## config.mk

```make
export PLATFORM = sky130hd
export DESIGN_NAME = uart_send_hs
export DESIGN_NICKNAME = d
export VERILOG_FILES = /design/src/rtl/uart_send_hs_pkg.sv /design/src/rtl/uart_tx_fifo.sv /design/src/rtl/uart_send_hs.sv
export SDC_FILE = /design/constraint.sdc
export NUM_CORES = 1
export LEC_CHECK = 0
export ABC_CLOCK_PERIOD_IN_PS = 4300
export CORE_MARGIN = 2
export CORE_UTILIZATION = 63
export DETAILED_ROUTE_END_ITERATION = 8
export DONT_BUFFER_PORTS = 1
export PLACE_DENSITY = 0.79
export SLEW_MARGIN = 10
export SYNTH_ARGS = -nofsm -noshare
export SYNTH_HDL_FRONTEND = slang
export SYNTH_HIERARCHICAL = 1
export SYNTH_SLANG_ARGS = --single-unit
```

## constraint.sdc

```tcl
create_clock -name sys_clk -period 4.3 [get_ports sys_clk]
set_clock_uncertainty 0.05 [all_clocks]
set_input_delay 0 -clock sys_clk [delete_from_list [all_inputs] [get_ports sys_clk]]
set_output_delay 0 -clock sys_clk [all_outputs]
set_load 0.01 [all_outputs]
```

## src/rtl/uart_send_hs_pkg.sv

```systemverilog
// Shared constants for the 2 Mbps debug/host UART pair.
// The receiver and transmitter both take their defaults from here.
package uart_send_hs_pkg;

    localparam int UART_BPS_CNT      = 25;
    localparam int UART_BPS_CNT_HALF = UART_BPS_CNT / 2;
    localparam int UART_FRAME_BITS   = 10;
    localparam int UART_DATA_BITS    = 8;

endpackage

```

## src/rtl/uart_tx_fifo.sv

```systemverilog
// Single-clock byte FIFO with registered level and
// first-word-fall-through read data.
module uart_tx_fifo
    import uart_send_hs_pkg::*;
#(
    parameter int AW = 4,
    parameter int DW = UART_DATA_BITS
) (
    input  logic          sys_clk,
    input  logic          sys_rst,
    input  logic          wr_en,
    input  logic [DW-1:0] wr_data,
    input  logic          rd_en,
    output logic [DW-1:0] rd_data,
    output logic [AW:0]   level
);

    localparam int DEPTH = 2 ** AW;

    logic [DW-1:0] mem [DEPTH];
    logic [AW-1:0] wr_ptr;
    logic [AW-1:0] rd_ptr;

    always_ff @(posedge sys_clk) begin
        if (wr_en) begin
            mem[wr_ptr] <= wr_data;
        end
    end

    always_ff @(posedge sys_clk) begin
        if (sys_rst) begin
            wr_ptr <= '0;
            rd_ptr <= '0;
            level  <= '0;
        end else begin
            if (wr_en) begin
                wr_ptr <= wr_ptr + AW'(1);
            end
            if (rd_en) begin
                rd_ptr <= rd_ptr + AW'(1);
            end
            unique case ({wr_en, rd_en})
                2'b10:   level <= level + (AW+1)'(1);
                2'b01:   level <= level - (AW+1)'(1);
                default: level <= level;
            endcase
        end
    end

    assign rd_data = mem[rd_ptr];

endmodule

```

## src/rtl/uart_send_hs.sv

```systemverilog
// 8N1 UART transmitter with byte FIFO; frames run back-to-back
// while data is queued.
module uart_send_hs
    import uart_send_hs_pkg::*;
#(
    parameter int CLK_DIV = UART_BPS_CNT,
    parameter int FIFO_AW = 4
) (
    input  logic               sys_clk,
    input  logic               sys_rst,
    input  logic [7:0]         tx_data,
    input  logic               tx_valid,
    output logic               tx_ready,
    output logic               uart_txd,
    output logic               tx_busy,
    output logic [FIFO_AW:0]   fifo_level
);

    localparam int CNT_W = $clog2(CLK_DIV);
    localparam logic [CNT_W-1:0] CNT_MAX = CNT_W'(CLK_DIV - 1);
    localparam logic [FIFO_AW:0] DEPTH   = (FIFO_AW+1)'(2 ** FIFO_AW);

    typedef enum logic [1:0] {
        S_IDLE,
        S_START,
        S_DATA,
        S_STOP
    } state_t;

    state_t           state;
    logic [CNT_W-1:0] bit_cnt;
    logic [2:0]       bit_idx;
    logic [7:0]       shift;
    logic [7:0]       rd_data;
    logic             push;
    logic             pop;
    logic             bit_end;
    logic [FIFO_AW:0] level_nxt;

    assign tx_ready = fifo_level != DEPTH;
    assign push     = tx_valid && tx_ready;
    assign bit_end  = bit_cnt == CNT_MAX;
    // Pop only when a new frame can start right now.
    assign pop      = (fifo_level != '0) &&
                      ((state == S_IDLE) ||
                       (state == S_STOP && bit_end));

    always_comb begin
        level_nxt = fifo_level
                  + {{FIFO_AW{1'b0}}, push}
                  - {{FIFO_AW{1'b0}}, pop};
    end

    uart_tx_fifo #(
        .AW (FIFO_AW),
        .DW (8)
    ) u_fifo (
        .sys_clk (sys_clk),
        .sys_rst (sys_rst),
        .wr_en   (push),
        .wr_data (tx_data),
        .rd_en   (pop),
        .rd_data (rd_data),
        .level   (fifo_level)
    );

    // Line output is registered from the current state, so it
    // trails the FSM by exactly one cycle for every bit.
    always_ff @(posedge sys_clk) begin
        if (sys_rst) begin
            state    <= S_IDLE;
            bit_cnt  <= '0;
            bit_idx  <= '0;
            shift    <= '0;
            uart_txd <= 1'b1;
            tx_busy  <= 1'b0;
        end else begin
            unique case (state)
                S_IDLE: begin
                    uart_txd <= 1'b1;
                    bit_cnt  <= '0;
                    if (pop) begin
                        shift   <= rd_data;
                        state   <= S_START;
                        tx_busy <= 1'b1;
                    end else begin
                        tx_busy <= level_nxt != '0;
                    end
                end
                S_START: begin
                    uart_txd <= 1'b0;
                    tx_busy  <= 1'b1;
                    if (bit_end) begin
                        bit_cnt <= '0;
                        bit_idx <= '0;
                        state   <= S_DATA;
                    end else begin
                        bit_cnt <= bit_cnt + CNT_W'(1);
                    end
                end
                S_DATA: begin
                    uart_txd <= shift[0];
                    tx_busy  <= 1'b1;
                    if (bit_end) begin
                        bit_cnt <= '0;
                        shift   <= shift >> 1;
                        if (bit_idx == 3'd7) begin
                            state <= S_STOP;
                        end else begin
                            bit_idx <= bit_idx + 3'd1;
                        end
                    end else begin
                        bit_cnt <= bit_cnt + CNT_W'(1);
                    end
                end
                S_STOP: begin
                    uart_txd <= 1'b1;
                    if (bit_end) begin
                        bit_cnt <= '0;
                        if (pop) begin
                            shift   <= rd_data;
                            state   <= S_START;
                            tx_busy <= 1'b1;
                        end else begin
                            state   <= S_IDLE;
                            tx_busy <= level_nxt != '0;
                        end
                    end else begin
                        bit_cnt <= bit_cnt + CNT_W'(1);
                        tx_busy <= 1'b1;
                    end
                end
            endcase
        end
    end

endmodule

```

==> flow_results.org <==
** Timing
- Counting I/O delays and the setup requirement, the final critical path takes 3.315 ns.
- Final hold vios :: 0
- Pins over their slew limit :: 0
- In this run the tightest slew margin relative to its limit is 0.3717.
- Unrepaired setup endpoints after global routing :: no
- Setup violators final :: 0
- Setup total negative slack on the finished layout was measured at 0 ns.
- Slew at the pin closest to its max-slew limit :: 0.9384 ns
- Static timing analysis puts the maximum clock frequency at 301.7 MHz.
- Final period utilization :: 0.7709

** Global routing
- Remaining Overflow, GRT :: 0
- The initial antenna violation count was 0.
- In the global route stage, overall resource usage came out at 0.2352.
- The first global-routing pass estimated 21.71 mm of wire.
- The via count of the first global-routing pass was 3,960.
- Largest net degree at the start of global routing :: 34

** Routing
- For this block, the initial DRC count from the detailed router was 426.
- Vias per inst :: 6.227
- Antenna-violating nets left :: 0
- In the routed design, unresolved DRC markers number 0.
- For this block, the routed nets add up to 13.48 mm of wire.
- After detailed routing, the average wire length per cell comes to 21.82 um.
- Detailed Routing Iterations Pass 1 :: 5
- Total vias in the final route :: 3,848

** Setup path
- Setup slack on the worst reg-to-reg path comes out at 0.99 ns.
- Most used cell, CP :: sky130_fd_sc_hd__ha_1
- The endpoint identified for the worst register-to-register timing path is u_fifo/level[4].
- Data arrival time of the critical path :: 3.57 ns
- Measured in cells, the most critical reg-to-reg path has a length of 12.
- Biggest fanout along the worst timing path :: 11
- The slowest stage of the critical path is the sky130_fd_sc_hd__dfxtp_1 cell.
- At the worst endpoint, the required time is 4.56 ns.
- Walking the worst path, the cells encountered are inv_1 -> ha_1 -> nor4b_4 -> a211oi_1 -> buf_4 -> ha_1 -> xor2_1 -> ha_1 -> nor3_1 -> o211ai_1 -> o31ai_1 -> mux2_2.
- Crit path launch type :: flop
- Kind of capture point of the worst setup path :: flop
- The startpoint identified for the worst register-to-register timing path is u_fifo/level[2].
- The largest single stage delay on the critical path is 0.57 ns.
- Type of the worst setup path :: reg -> reg

** Logic synthesis
- Mean post-synth cell area :: 16.03 um^2
- Counting every net in the synthesized netlist gives 485.
- Ranked by total cell area, the synthesized netlist is headed by sky130_fd_sc_hd__edfxtp_1 53%, sky130_fd_sc_hd__dfxtp_1 10%, sky130_fd_sc_hd__mux4_2 5.6%, sky130_fd_sc_hd__mux4_1 5.1%, sky130_fd_sc_hd__ha_1 4.2%.
- Synthesis produced a netlist whose cell count is 449.
- In this run, synthesis inferred 128 flip-flops with an integrated enable.
- Register area share after synthesis :: 0.6369
- After synthesis the cells add up to 7198 um^2.
- Async set-or-reset flop fraction in the synthesized netlist :: 0
- Library cell occupying the most area in the post-synthesis netlist :: sky130_fd_sc_hd__edfxtp_1
- After synthesis the netlist holds a flip-flop and latch count of 165.
- Among all flip-flop cells after synthesis, the most frequent one is sky130_fd_sc_hd__edfxtp_1.
- Of the post-synthesis cell area, the dominant cell type holds 0.5340.
- The netlist uses 55 different library cells.
- Yosys warning count :: 6

** Floorplanning
- The die covers 12,300 um^2.
- The die is 110.9 um tall.
- In this run the core area contains 39 standard-cell rows.
- The floorplan step defined a core boundary enclosing 11,270 um^2.
- Overall die width :: 110.9 um
- Pin placement for this block handled 19 I/O pins.
- Initial core utilization :: 0.6386

** Placement
- Port buffering added 0 buffers.
- Detail Placement HPWL :: 8.312 mm
- Gp weighted congestion :: 0.8066

** Final layout
- The area growth from synthesis to layout is 10.71%.
- The repair_antennas step left the layout with diodes totalling 0.
- Total number of nets in the final design :: 498
- Ratio of cells with drive above 1 in the final layout :: 0.1516
- Share of the core filled with cells in the final layout :: 0.7070

** Worst hold path
- The path with the worst hold slack has its endpoint at bit_cnt[0].
- Along the worst hold path, the cell count comes to 1.
- Hold wc startpoint :: bit_cnt[0]
- The tightest min-delay check is of the reg -> reg type.

** Clocking
- The H-tree was split into 4 levels.
- Clock latency on the worst-skew pair, taken at its later pin, is 0.41 ns.
- Clock tree root buffer cell :: sky130_fd_sc_hd__clkbuf_16
- Longest Clk Path Bufs :: 2
- TritonCTS built the clock tree.
- Clk slew on worst S/H paths :: 0.06 ns
- Counting the buffers created by CTS gives 17.
- Once the clock tree was built, the resizer swapped 0 gates to a different size.
- Sinks on the clock net :: 165

** Outcome
- Status :: completed

** Pwr
- In this run the power density over the cells is 585.3 nW/um^2.
- Clock share of power :: 0.312
- Internal power comes to 3.284 mW.
- Of the total power, the share spent switching nets is 0.2959.
- In this run the power spent charging and discharging nets is 1.380 mW.
- Across the VDD grid, the largest voltage drop is 0.0003372 V.
- The share of total power dissipated in combinational logic is 0.260.
- In this run the static leakage power is 2.715 nW.
- Proportion of power drawn by flip-flops and latches :: 0.428

** Run
- Max-cap violations in this run came to 0.
[worst max path at each step]
stage                         start               to  slack [ns]
global placement    u_fifo/level[2]          tx_busy        1.23
global route        u_fifo/level[2]  u_fifo/level[4]        0.74
finish              u_fifo/level[2]  u_fifo/level[4]        0.99
CTS                 u_fifo/level[2]  u_fifo/level[4]        1.00
detailed placement  u_fifo/level[2]  u_fifo/level[4]        1.03
floorplan           u_fifo/level[3]          tx_busy        0.97
[logic make-up after synthesis]
family | synth area share
AND/OR/NAND/NOR | 0.09108
AO/OA/AOI/OAI | 0.05284
buffers and inverters | 0.02816
XOR/XNOR | 0.02068
flip-flops | 0.6369
adder cells (fa/ha/maj) | 0.04450
multiplexers | 0.1258
[layout by cell type (no fill, tap or decap), drive strengths merged, types with 5 or more instances in the layout]
| cell type | n |
|---|---|
| a22oi | 16 |
| a21oi | 13 |
| ha | 24 |
| edfxtp | 128 |
| mux2i | 11 |
| xnor2 | 6 |
| dfxtp | 37 |
| dlygate4sd3 | 11 |
| xor2 | 11 |
| nor2 | 25 |
| clkbuf | 17 |
| nand2 | 17 |
| nor3 | 19 |
| and2 | 17 |
| inv | 22 |
| mux4 | 32 |
| o21a | 7 |
| clkinvlp | 5 |
[stage by stage]
| step | instances | area (um^2) | power, mW | hold WS (ns) | worst slack (ns) |
|---|---|---|---|---|---|
| floorplan | 449 | 7198 | 2.981 | 0.02688 | 0.9670 |
| global placement | 574 | 7259 | 3.132 | 0.01977 | 1.231 |
| detailed placement | 574 | 7259 | 3.190 | 0.02143 | 1.034 |
| CTS | 618 | 7969 | 4.693 | 0.4160 | 1.001 |
| global route | 618 | 7969 | 4.913 | 0.4426 | 0.7404 |
| finish | 618 | 7969 | 4.664 | 0.4118 | 0.9852 |
[worst max-delay path, delay by kind of cell, from the launching register on]
family	cells	cell delay, ns
fa+ha+maj	3	0.83
buf+inv	2	0.37
xor+xnor	1	0.12
mux	1	0.36
flops	1	0.57
simple gates	2	0.36
compound gates	3	0.55
[flip-flops by register name (all words and copies together), names as in the netlist, named ones only]
| register | flops |
|---|---|
| u_fifo/mem | 128 |
| u_fifo/rd_ptr | 4 |
| bit_cnt | 5 |
| bit_idx | 3 |
| tx_busy | 1 |
| u_fifo/wr_ptr | 4 |
| u_fifo/level | 5 |
| uart_txd | 1 |
| shift | 8 |
| state | 2 |
[synthesized netlist by cell type (all sizes together), types with 3 or more instances]
cell type      count
buf               11
and2              17
nor2b              3
nor4b              3
dfxtp             37
mux4              32
nand4              4
nand3              4
mux2i             11
edfxtp           128
nand2             17
o211ai             4
xor2              11
a21oi             13
inv               18
nor3              19
clkdlybuf4s25      3
xnor2              6
clkbuf             6
or3                4
nor2              25
ha                24
o21a               7
a22oi             16
[metal layers]
layer  track usage  part of all wire
met5             0                 0
met4       0.08000             0.014
met3       0.04429             0.047
met2        0.3783              0.51
met1        0.3297              0.43
[power by group through the flow]
stage | combinational (mW) | clock (mW) | sequential [mW]
CTS | 1.21 | 1.48 | 2.00
floorplan | 1.04 | 0 | 1.94
detailed placement | 1.16 | 0 | 2.03
finish | 1.21 | 1.46 | 2.00
global route | 1.35 | 1.55 | 2.01
global placement | 1.11 | 0 | 2.02
[cell type report]
| class | count | area (um^2) |
|---|---|---|
| fillers | 719 | 3303 |
| clock buffers | 17 | 425.4 |
| well taps | 143 | 178.9 |
| flip-flops and latches | 165 | 4587 |
| multi-input cells | 246 | 2411 |
| inverters | 18 | 67.56 |
| repair buffers | 14 | 145.1 |
| clock inverters | 15 | 153.9 |
[timing repair]
item | CTS | global route
hold buffers | 12 | 0
setup buffers | 0 | 0
hold endpoints to repair | 165 | 0
No activity file was read; power rests on OpenSTA's default activity.
